### config.mk
export PLATFORM = sky130hd
export DESIGN_NAME = dmi_core_req_ctrl
export DESIGN_NICKNAME = d
export VERILOG_FILES = /design/src/rtl/dmi_pkg.sv /design/src/rtl/dmi_op_status_reg.sv /design/src/rtl/dmi_core_req_ctrl.sv
export SDC_FILE = /design/constraint.sdc
export NUM_CORES = 1
export LEC_CHECK = 0
export ABC_AREA = 1
export ABC_CLOCK_PERIOD_IN_PS = 3500
export CORE_ASPECT_RATIO = 1.5
export CORE_MARGIN = 2
export CORE_UTILIZATION = 43
export DETAILED_ROUTE_END_ITERATION = 8
export GPL_TIMING_DRIVEN = 1
export PLACE_DENSITY_LB_ADDON = 0.05
export SETUP_SLACK_MARGIN = 0.05
export SLEW_MARGIN = 5
export SYNTH_ARGS = -nofsm -noshare
export SYNTH_HDL_FRONTEND = slang
export SYNTH_HIERARCHICAL = 1
export SYNTH_SLANG_ARGS = --single-unit
### constraint.sdc
create_clock -name clk -period 3.5 [get_ports clk]
set_input_delay 0.7 -clock clk [delete_from_list [all_inputs] [get_ports clk]]
set_output_delay 0.7 -clock clk [all_outputs]
set_load 0.02 [all_outputs]
### src/rtl/dmi_pkg.sv
// Shared types and constants for the DMI core-side request controller.
package dmi_pkg;

  localparam int DMI_ADDR_W    = 7;
  localparam int DMI_DATA_W    = 32;
  localparam int DMI_TIMEOUT_W = 8;

  typedef enum logic [1:0] {
    ST_IDLE = 2'd0,
    ST_REQ  = 2'd1,
    ST_RSP  = 2'd2
  } dmi_state_e;

  localparam logic [1:0] DMI_OP_OK     = 2'd0;
  localparam logic [1:0] DMI_OP_FAILED = 2'd2;
  localparam logic [1:0] DMI_OP_BUSY   = 2'd3;

endpackage

### src/rtl/dmi_op_status_reg.sv
// Sticky DMI op status: the first error code is kept until cleared.
// A clear arriving together with a new error loads the new error.
module dmi_op_status_reg
  import dmi_pkg::*;
(
  input  logic       clk,
  input  logic       rst_n,
  input  logic       clr_i,
  input  logic       set_i,
  input  logic [1:0] code_i,
  output logic [1:0] status_o
);

  logic [1:0] status_q, status_d;

  // Next status: set only when currently OK (or being cleared this cycle).
  always_comb begin
    status_d = status_q;
    if (set_i && ((status_q == DMI_OP_OK) || clr_i)) begin
      status_d = code_i;
    end else if (clr_i) begin
      status_d = DMI_OP_OK;
    end
  end

  // Status register.
  always_ff @(posedge clk or negedge rst_n) begin
    if (!rst_n) begin
      status_q <= DMI_OP_OK;
    end else begin
      status_q <= status_d;
    end
  end

  assign status_o = status_q;

endmodule

### src/rtl/dmi_core_req_ctrl.sv
// Core-clock DMI request controller: turns synchronized reg_en pulses into
// one valid/ready request, waits for the response and holds read data and
// sticky op status for the JTAG side.
// Optional response timeout: define DMI_REQ_TIMEOUT_EN.
//
// state   | meaning
// --------+-----------------------------------------------
// ST_IDLE | waiting for reg_en; request registers hold last access
// ST_REQ  | dmi_req_valid high, waiting for dmi_req_ready
// ST_RSP  | request accepted, waiting for dmi_rsp_valid (or timeout)
module dmi_core_req_ctrl
  import dmi_pkg::*;
#(
  parameter int ADDR_W    = DMI_ADDR_W,
  parameter int DATA_W    = DMI_DATA_W,
  parameter int TIMEOUT_W = DMI_TIMEOUT_W
) (
  input  logic              clk,
  input  logic              rst_n,
  input  logic              reg_en,
  input  logic              reg_wr_en,
  input  logic [ADDR_W-1:0] reg_addr,
  input  logic [DATA_W-1:0] reg_wdata,
  output logic              dmi_req_valid,
  input  logic              dmi_req_ready,
  output logic              dmi_req_wr,
  output logic [ADDR_W-1:0] dmi_req_addr,
  output logic [DATA_W-1:0] dmi_req_wdata,
  input  logic              dmi_rsp_valid,
  input  logic              dmi_rsp_err,
  input  logic [DATA_W-1:0] dmi_rsp_rdata,
  output logic [DATA_W-1:0] rd_data,
  output logic              busy,
  output logic [1:0]        op_status,
  input  logic              status_clr
);

  dmi_state_e        state_q, state_d;
  logic              req_wr_q, req_wr_d;
  logic [ADDR_W-1:0] req_addr_q, req_addr_d;
  logic [DATA_W-1:0] req_wdata_q, req_wdata_d;
  logic [DATA_W-1:0] rd_data_q, rd_data_d;
  logic              rsp_fail;
  logic              overrun;
  logic              err_set;
  logic [1:0]        err_code;

  if (TIMEOUT_W < 1) begin : g_bad_timeout_w
    $error("TIMEOUT_W must be at least 1");
  end

`ifdef DMI_REQ_TIMEOUT_EN
  logic [TIMEOUT_W-1:0] cnt_q, cnt_d, cnt_inc;
  logic                 tmo;

  // Timeout fires on the RSP cycle whose increment would reach all-ones.
  assign cnt_inc = cnt_q + TIMEOUT_W'(1);
  assign tmo     = &cnt_inc;
`endif

  // busy is high on the cycle the FSM returns to IDLE, so reg_en there overruns.
  assign overrun  = reg_en && (state_q != ST_IDLE);
  assign err_set  = rsp_fail || overrun;
  assign err_code = rsp_fail ? DMI_OP_FAILED : DMI_OP_BUSY;

  // Next-state and datapath update.
  always_comb begin
    state_d     = state_q;
    req_wr_d    = req_wr_q;
    req_addr_d  = req_addr_q;
    req_wdata_d = req_wdata_q;
    rd_data_d   = rd_data_q;
    rsp_fail    = 1'b0;
`ifdef DMI_REQ_TIMEOUT_EN
    cnt_d       = cnt_q;
`endif
    unique case (state_q)
      ST_IDLE: begin
        if (reg_en) begin
          req_wr_d    = reg_wr_en;
          req_addr_d  = reg_addr;
          req_wdata_d = reg_wdata;
          state_d     = ST_REQ;
        end
      end
      ST_REQ: begin
`ifdef DMI_REQ_TIMEOUT_EN
        cnt_d = '0;
`endif
        if (dmi_req_ready) begin
          state_d = ST_RSP;
        end
      end
      ST_RSP: begin
        if (dmi_rsp_valid) begin
          if (dmi_rsp_err) begin
            rsp_fail = 1'b1;
          end else if (!req_wr_q) begin
            rd_data_d = dmi_rsp_rdata;
          end
          state_d = ST_IDLE;
        end
`ifdef DMI_REQ_TIMEOUT_EN
        else if (tmo) begin
          rsp_fail = 1'b1;
          state_d  = ST_IDLE;
        end else begin
          cnt_d = cnt_inc;
        end
`endif
      end
      default: state_d = ST_IDLE;
    endcase
  end

  // State and request/response registers.
  always_ff @(posedge clk or negedge rst_n) begin
    if (!rst_n) begin
      state_q     <= ST_IDLE;
      req_wr_q    <= 1'b0;
      req_addr_q  <= '0;
      req_wdata_q <= '0;
      rd_data_q   <= '0;
`ifdef DMI_REQ_TIMEOUT_EN
      cnt_q       <= '0;
`endif
    end else begin
      state_q     <= state_d;
      req_wr_q    <= req_wr_d;
      req_addr_q  <= req_addr_d;
      req_wdata_q <= req_wdata_d;
      rd_data_q   <= rd_data_d;
`ifdef DMI_REQ_TIMEOUT_EN
      cnt_q       <= cnt_d;
`endif
    end
  end

  dmi_op_status_reg u_status (
    .clk      (clk),
    .rst_n    (rst_n),
    .clr_i    (status_clr),
    .set_i    (err_set),
    .code_i   (err_code),
    .status_o (op_status)
  );

  assign dmi_req_valid = (state_q == ST_REQ);
  assign busy          = (state_q != ST_IDLE);
  assign dmi_req_wr    = req_wr_q;
  assign dmi_req_addr  = req_addr_q;
  assign dmi_req_wdata = req_wdata_q;
  assign rd_data       = rd_data_q;

endmodule

; Yosys cells after proc, flatten, opt, wreduce, memory -nomap -nowiden
; Cells that the tools add are included.
[word_totals]
register_bits = 76
output_inout_bits = 76
input_bits = 79
[classes]
mux = 10
n_bitwise = 2
reduce_logical = 11
eq_ne = 5
[op_table]
columns = op, count
row1 = 2-bit two-way mux, 5
row2 = 2-bit case mux with 3 select lines, 1
row3 = 2-bit logical NOT, 2
row4 = 1-bit two-way mux, 4
row5 = 2-bit != test (second input constant), 2
row6 = 4-bit AND reduction, 1
row7 = 2-bit nonzero test, 2
row8 = 3-bit AND reduction, 1
row9 = 2-bit by 1-bit == test with 1-bit output (second input constant), 1
row10 = 2-bit == test (second input constant), 1
row11 = 1-bit logical AND, 2
row12 = 1-bit logical OR, 2
row13 = 2-bit by 1-bit != test with 1-bit output (second input constant), 1
row14 = 1-bit NOT, 2
row15 = 2-bit AND reduction, 1

; Longest topological paths before layout
; Gate-level depths: netlist of run 1.
[depth]
depth_word = 6
mapped_depth = 8
ltp_nobuf = 8

; Hierarchy
; Netlist of run 1, hierarchy kept.
[modules_own_cells]
columns = module, seq_area_each_um2, n_inst, area_per_inst_um2, cells_per_inst
row1 = dmi_core_req_ctrl, 1851.8, 1, 3057.9, 336
row2 = dmi_op_status_reg, 50.0, 1, 91.3, 13

; Worst setup path before layout of run 1
; Ideal clock, no wire load.
[synth_timing]
path_type = flip-flop to output port
from = register state_q[0]
to = output port busy
path_buffers = 1
arrival_ns = 0.936
path_stages_with_launch = 4
required_time_ns = 2.800
slack_ns = 1.864
cell_sequence = dfrtp_1 > nor2_4 > buf_2 > inv_1
[synth_between]
elab_chain_cells = 1
[synth_rtl]
columns = element, line
row1 = start: declaration, dmi_core_req_ctrl.sv:38  ; dmi_state_e state_q, state_d;
row2 = start signal: assignment, dmi_core_req_ctrl.sv:128  ; state_q <= state_d;
row3 = 2-bit nonzero test, dmi_core_req_ctrl.sv:149  ; assign busy = (state_q != ST_IDLE);
row4 = end: declaration, dmi_core_req_ctrl.sv:33  ; output logic busy,
; Every way passes these cells.

; Worst setup path in the final report of run 1
[layout_timing]
from = register state_q[1]
to = output port dmi_req_valid
[layout_between]
elab_chain_cells = 1
[layout_rtl]
columns = element, line
row1 = 2-bit by 1-bit == test with 1-bit output, dmi_core_req_ctrl.sv:148  ; assign dmi_req_valid = (state_q == ST_REQ);
row2 = end: declaration, dmi_core_req_ctrl.sv:24  ; output logic dmi_req_valid,
; Every way passes these cells.

==> metrics.txt, run 1 <==
Remaining DRCs 0; CTS tree yes; final setup violation count 0; post-route ant nets 0; post-synth cell types 18; clk buf depth 2; status finished clean; worst hold path type flop to flop; Worst-path clk slew 0.07 ns; Multi-input gate area 1070 um^2; Worst-Skew Late Latency 0.34 ns; Max-Cap Viols 0; leakage power 2.38 nW; reg-to-reg startpoint state_q[0]$_DFFE_PN0P_; Pwr Total 4.53 mW; worst slew pin tran 0.927 ns; TritonCTS Sinks 76; CTS buffer count 9; first-pass GRT wire length 12600 um; Max Clk Rate 434 MHz; CTS root buffer clkbuf_8; die height 109 um; GR Util All Layers 0.206; Port Buf Inserts 154; Hold Crit Depth 2; startpoint types flop; RSZ-0062 raised after global routing no; drt pass-1 iters 4; total core area 7180 um^2; vias in the first global route 2723; fraction of registers with async set/reset 1.00; largest net degree at the start of global routing 77; Setup crit end kind output port; clk_skew 0.00608 ns; relative slew slack 0.382; leading area contributor after synthesis dfrtp_1; GRT overflow 0; share of the synthesized area in the top cell type 0.604; number of synthesized flops with an enable pin 0; register area 1900 um^2; final core occ 0.687; top cells by area, synth dfrtp_1 (60%), nand2_1 (19%), nand3_1 (6.7%); total negative slack 0 ns; Worst R2R Setup Slack 1.52 ns; crit share post-route 0.659; NumNets Final 571; worst-path maximum fanout 4; area of the die 8040 um^2; Core Rows 38; mean post-synth cell area 9.02 um^2; fin crit period 2.31 ns; fillers 577; Critical Path Source state_q[1]$_DFFE_PN0P_; Post-CTS Setup Inserts 0; I/O pin cnt 155; Warnings, synthesis 6; initial antenna violation count 0; Initial Util 0.439; Die Wd 73.9 um; H-tree depth 3; WP data arrival 1.61 ns; share of layout cells above drive strength 1 0.0504; Iter 0 DRT Violations 221; HPWL after DPL 5550 um; total number of vias 2902; cts hold-fix bufs 0; post_cts resized 0; DR WL/cell 13.8 um; Post-Route WL 8230 um; Post-Syn Nets 428; ANT cells 0; Commonest cells post-synth nand2_1 (156), dfrtp_1 (76), nand3_1 (42); max-slew violations 0; Crit Path Class flop to output port; area delta synth->final 56.7%; Final Wtd Congestion 0.729; top_reg_cell synth dfrtp_1; Post-Synthesis Cells 349; critical path required time 2.80 ns; Synth Cell Area 3150 um^2; endpoints failing hold 0; Hold Path End rd_data[9]$_DFFE_PN0P_; count leader, synth nand2_1; number of cells on the worst reg-to-reg path 4; Seq/Total Area, Yosys 0.604; r2r endpoint rd_data[12]$_DFFE_PN0P_; Via density 4.87; PD cells 917 nW/um^2; HP Start rd_data[9]$_DFFE_PN0P_; Max VDD drop 0.000406 V; Yosys reg bits 76
-- metrics by stage --
stage | instance area [um^2] | hold WS [ns] | worst slack [ns] | std cells
detailed placement | 4700 | 0.457 | 1.00 | 581
global placement | 4700 | 0.452 | 1.05 | 581
CTS | 4930 | 0.475 | 1.17 | 596
floorplan | 3150 | 0.404 | 1.86 | 349
finish | 4930 | 0.470 | 1.19 | 596
global route | 4930 | 0.490 | 1.14 | 596
-- cells in the final DEF, fill, tap and decap left out --
| cell | instances |
|---|---|
| buf_4 | 5 |
| bufinv_16 | 3 |
| clkbuf_1 | 1 |
| clkbuf_8 | 10 |
| clkdlybuf4s50_1 | 153 |
| clkinvlp_4 | 1 |
| conb_1 | 1 |
| dfrtp_1 | 76 |
| inv_1 | 7 |
| inv_2 | 1 |
| nand2_1 | 156 |
| nand2_2 | 1 |
| nand3_1 | 42 |
| nand3_4 | 1 |
| nand4_1 | 32 |
| nor2_2 | 1 |
| nor2_4 | 2 |
| nor3_1 | 1 |
| o21ai_0 | 1 |
| o21bai_1 | 1 |
-- power by group --
part           switching (mW)  internal, mW
Combinational            1.21         0.993
Sequential              0.241          1.29
Clock                   0.297         0.489
Total                    1.75          2.78
-- final cells by class --
class                           count  area share
Clock inverter                      4      0.0198
Inverter                            8     0.00609
Tap cell                          100      0.0254
Timing Repair Buffer              158       0.318
Sequential cell                    76       0.385
Clock buffer                       11      0.0287
Multi-Input combinational cell    239       0.217
-- worst max-delay path by stage --
stage / to / depth (start not counted)
floorplan: busy / 3
global placement: dmi_req_wdata[25]$_DFFE_PN0P_ / 5
detailed placement: dmi_req_wdata[4]$_DFFE_PN0P_ / 5
CTS: dmi_req_valid / 4
global route: dmi_req_valid / 4
finish: dmi_req_valid / 4
-- state kept, by name, summed over array words and instances, names as in the netlist --
register	cells
dmi_req_addr	7
dmi_req_wdata	32
dmi_req_wr	1
rd_data	32
state_q	2
u_status/status_o	2
-- critical path, cell delays in order (launching register included) --
cell and delay (ns):
dfrtp_1 0.42, inv_2 0.11, nand2_1 0.08, inv_1 0.07, clkdlybuf4s50_1 0.60
-- routing by layer --
metal,global-route usage,share of wire,up-vias
met5,0,0,-
met3,0.0601,0.076,15
met4,0.0896,0.025,0
met2,0.333,0.51,123
li1,-,-,1420
met1,0.253,0.39,1344
-- cells by family (layout without fill, tap and decap cells) --
group / Yosys count / after routing / synth area share
buffers and inverters: 34 / 181 / 0.0564
other: 1 / 1 / 0.00119
flip-flops: 76 / 76 / 0.604
AND/OR/NAND/NOR: 236 / 236 / 0.335
AO/OA/AOI/OAI: 2 / 2 / 0.00397
Power figures use the tool's default switching activity.
==> run 2, diff against run 1 <==
--- a/config.mk
+++ b/config.mk
@@ -6,10 +6,10 @@
 export NUM_CORES = 1
 export LEC_CHECK = 0
 export ABC_AREA = 1
-export ABC_CLOCK_PERIOD_IN_PS = 3500
+export ABC_CLOCK_PERIOD_IN_PS = 2200
 export CORE_ASPECT_RATIO = 1.5
 export CORE_MARGIN = 2
-export CORE_UTILIZATION = 43
+export CORE_UTILIZATION = 40
 export DETAILED_ROUTE_END_ITERATION = 8
 export GPL_TIMING_DRIVEN = 1
 export PLACE_DENSITY_LB_ADDON = 0.05
==> constraint.sdc (replaced) <==
create_clock -name clk -period 2.2 [get_ports clk]
set_input_delay 0.44 -clock clk [delete_from_list [all_inputs] [get_ports clk]]
set_output_delay 0.44 -clock clk [all_outputs]
set_load 0.02 [all_outputs]
==> run 2 against run 1 <==
Hold slack got worse by 0.35 ns; critical path depth did not move; final cell count rose by 1.0%; clock-buffer cell count rose by 3; register-to-register slack got worse by 1.2 ns; first-iteration DRC count rose by 0.90%.
==> metrics.txt, run 2 (synthesized netlist as in run 1, its figures left out) <==
Iter 0 DRT Violations 223; final setup violation count 0; area of the die 8610 um^2; drt pass-1 iters 4; Crit Path Class flop to output port; DP Cell Count 586; Post-CTS Setup Inserts 0; Post-Route WL 8510 um; Worst-Skew Late Latency 0.33 ns; max-slew violations 0; status finished clean; largest net degree at the start of global routing 49; fin crit period 2.04 ns; design area 5010 um^2; area delta synth->final 59.2%; leakage power 2.42 nW; Setup WS pre-CTS 0.256 ns; post_cts resized 0; Core Rows 39; H-tree depth 3; worst hold path type input port to asynchronous set/reset pin; Sw Ratio 0.385; clk buf depth 2; total number of vias 2922; vias in the first global route 2895; Final Hold Slack 0.124 ns; Remaining DRCs 0; Reg power frac 0.334; PD cells 1470 nW/um^2; Worst-path clk slew 0.05 ns; ANT cells 0; Die Wd 76.5 um; Port Buf Inserts 154; crit share post-route 0.925; share of layout cells above drive strength 1 0.0500; final worst slack 0.164 ns; cts hold-fix bufs 0; total negative slack 0 ns; Setup crit end kind output port; startpoint types flop; CTS root buffer clkbuf_16; CTS tree yes; Initial Util 0.414; endpoints failing hold 0; first-pass GRT wire length 14200 um; Post-DP Area 4730 um^2; critical path required time 1.76 ns; Final Wtd Congestion 0.818; GR Util All Layers 0.209; NumNets Final 574; WP data arrival 1.60 ns; Max Clk Rate 491 MHz; clk_skew 0.00326 ns; RSZ-0062 raised after global routing no; Final Non-Filler Cells 602; clock share of power 0.190; DR WL/cell 14.1 um; Max VDD drop 0.000712 V; NetSw 2.84 mW; total core area 7610 um^2; HPWL after DPL 5910 um; TritonCTS Sinks 76; Logic pwr share 0.476; commonest cells after routing, fill and taps aside nand2_1 (156), clkdlybuf4s50_1 (153), dfrtp_1 (76); Pint 4.53 mW; Via density 4.85; I/O pin cnt 155; GRT overflow 0; Max-Cap Viols 0; relative slew slack 0.502; worst-path maximum fanout 4; worst slew pin tran 0.744 ns; CTS buffer count 9; commonest non-fill, non-tap cell in the layout nand2_1; die height 113 um; initial antenna violation count 0; post-route ant nets 0
[run 2: power groups by stage]
stage,sequential [mW],combinational (mW),clock [mW]
final,2.46,3.51,1.40
after global routing,2.55,3.79,1.50
after CTS,2.47,3.56,1.43
after detailed placement,2.47,3.56,0
after global placement,2.46,3.50,0
after floorplan,3.24,1.01,0
[run 2: critical path: stages (launching register included)]
cell	delay, ns
dfrtp_1	0.41
inv_2	0.11
nand2_1	0.08
inv_1	0.06
clkdlybuf4s50_1	0.62
[run 2: worst paths after layout]
kind                                               start                             to  slack, ns  depth (start not counted)
max                               state_q[1]$_DFFE_PN0P_                  dmi_req_valid       0.16                          4
min                                                rst_n        rd_data[29]$_DFFE_PN0P_       0.12                          1
max reg2reg                       state_q[0]$_DFFE_PN0P_  dmi_req_wdata[23]$_DFFE_PN0P_       0.29                          5
min reg2reg                dmi_req_wdata[20]$_DFFE_PN0P_  dmi_req_wdata[20]$_DFFE_PN0P_       0.47                          2
max in group asynchronous                          rst_n         rd_data[5]$_DFFE_PN0P_       1.48                          2
min in group clk           dmi_req_wdata[20]$_DFFE_PN0P_  dmi_req_wdata[20]$_DFFE_PN0P_       0.47                          2
[run 2: through the flow]
step / power (mW) / util
floorplan: 4.25 / -
global placement: 5.97 / 0.622
detailed placement: 6.03 / 0.622
CTS: 7.47 / 0.658
global route: 7.84 / 0.658
finish: 7.37 / 0.658
[run 2: final cells by class]
class	count	area, um^2
repair buffers	161	1600
inverters	8	30.0
clock buffers	14	244
flip-flops and latches	76	1900
clock inverters	2	35.0
multi-input cells	239	1070
fillers	652	2600
well taps	102	128
[run 2: routing by layer]
metal  wire length (um)  global-route usage  part of all wire  vias up
li1                   -                   -                 -     1431
met1               3330               0.255              0.39     1353
met2               4330               0.339              0.51      116
met3                574              0.0595             0.067       22
met4                276               0.109             0.032        0
met5                  0                   0                 0        -
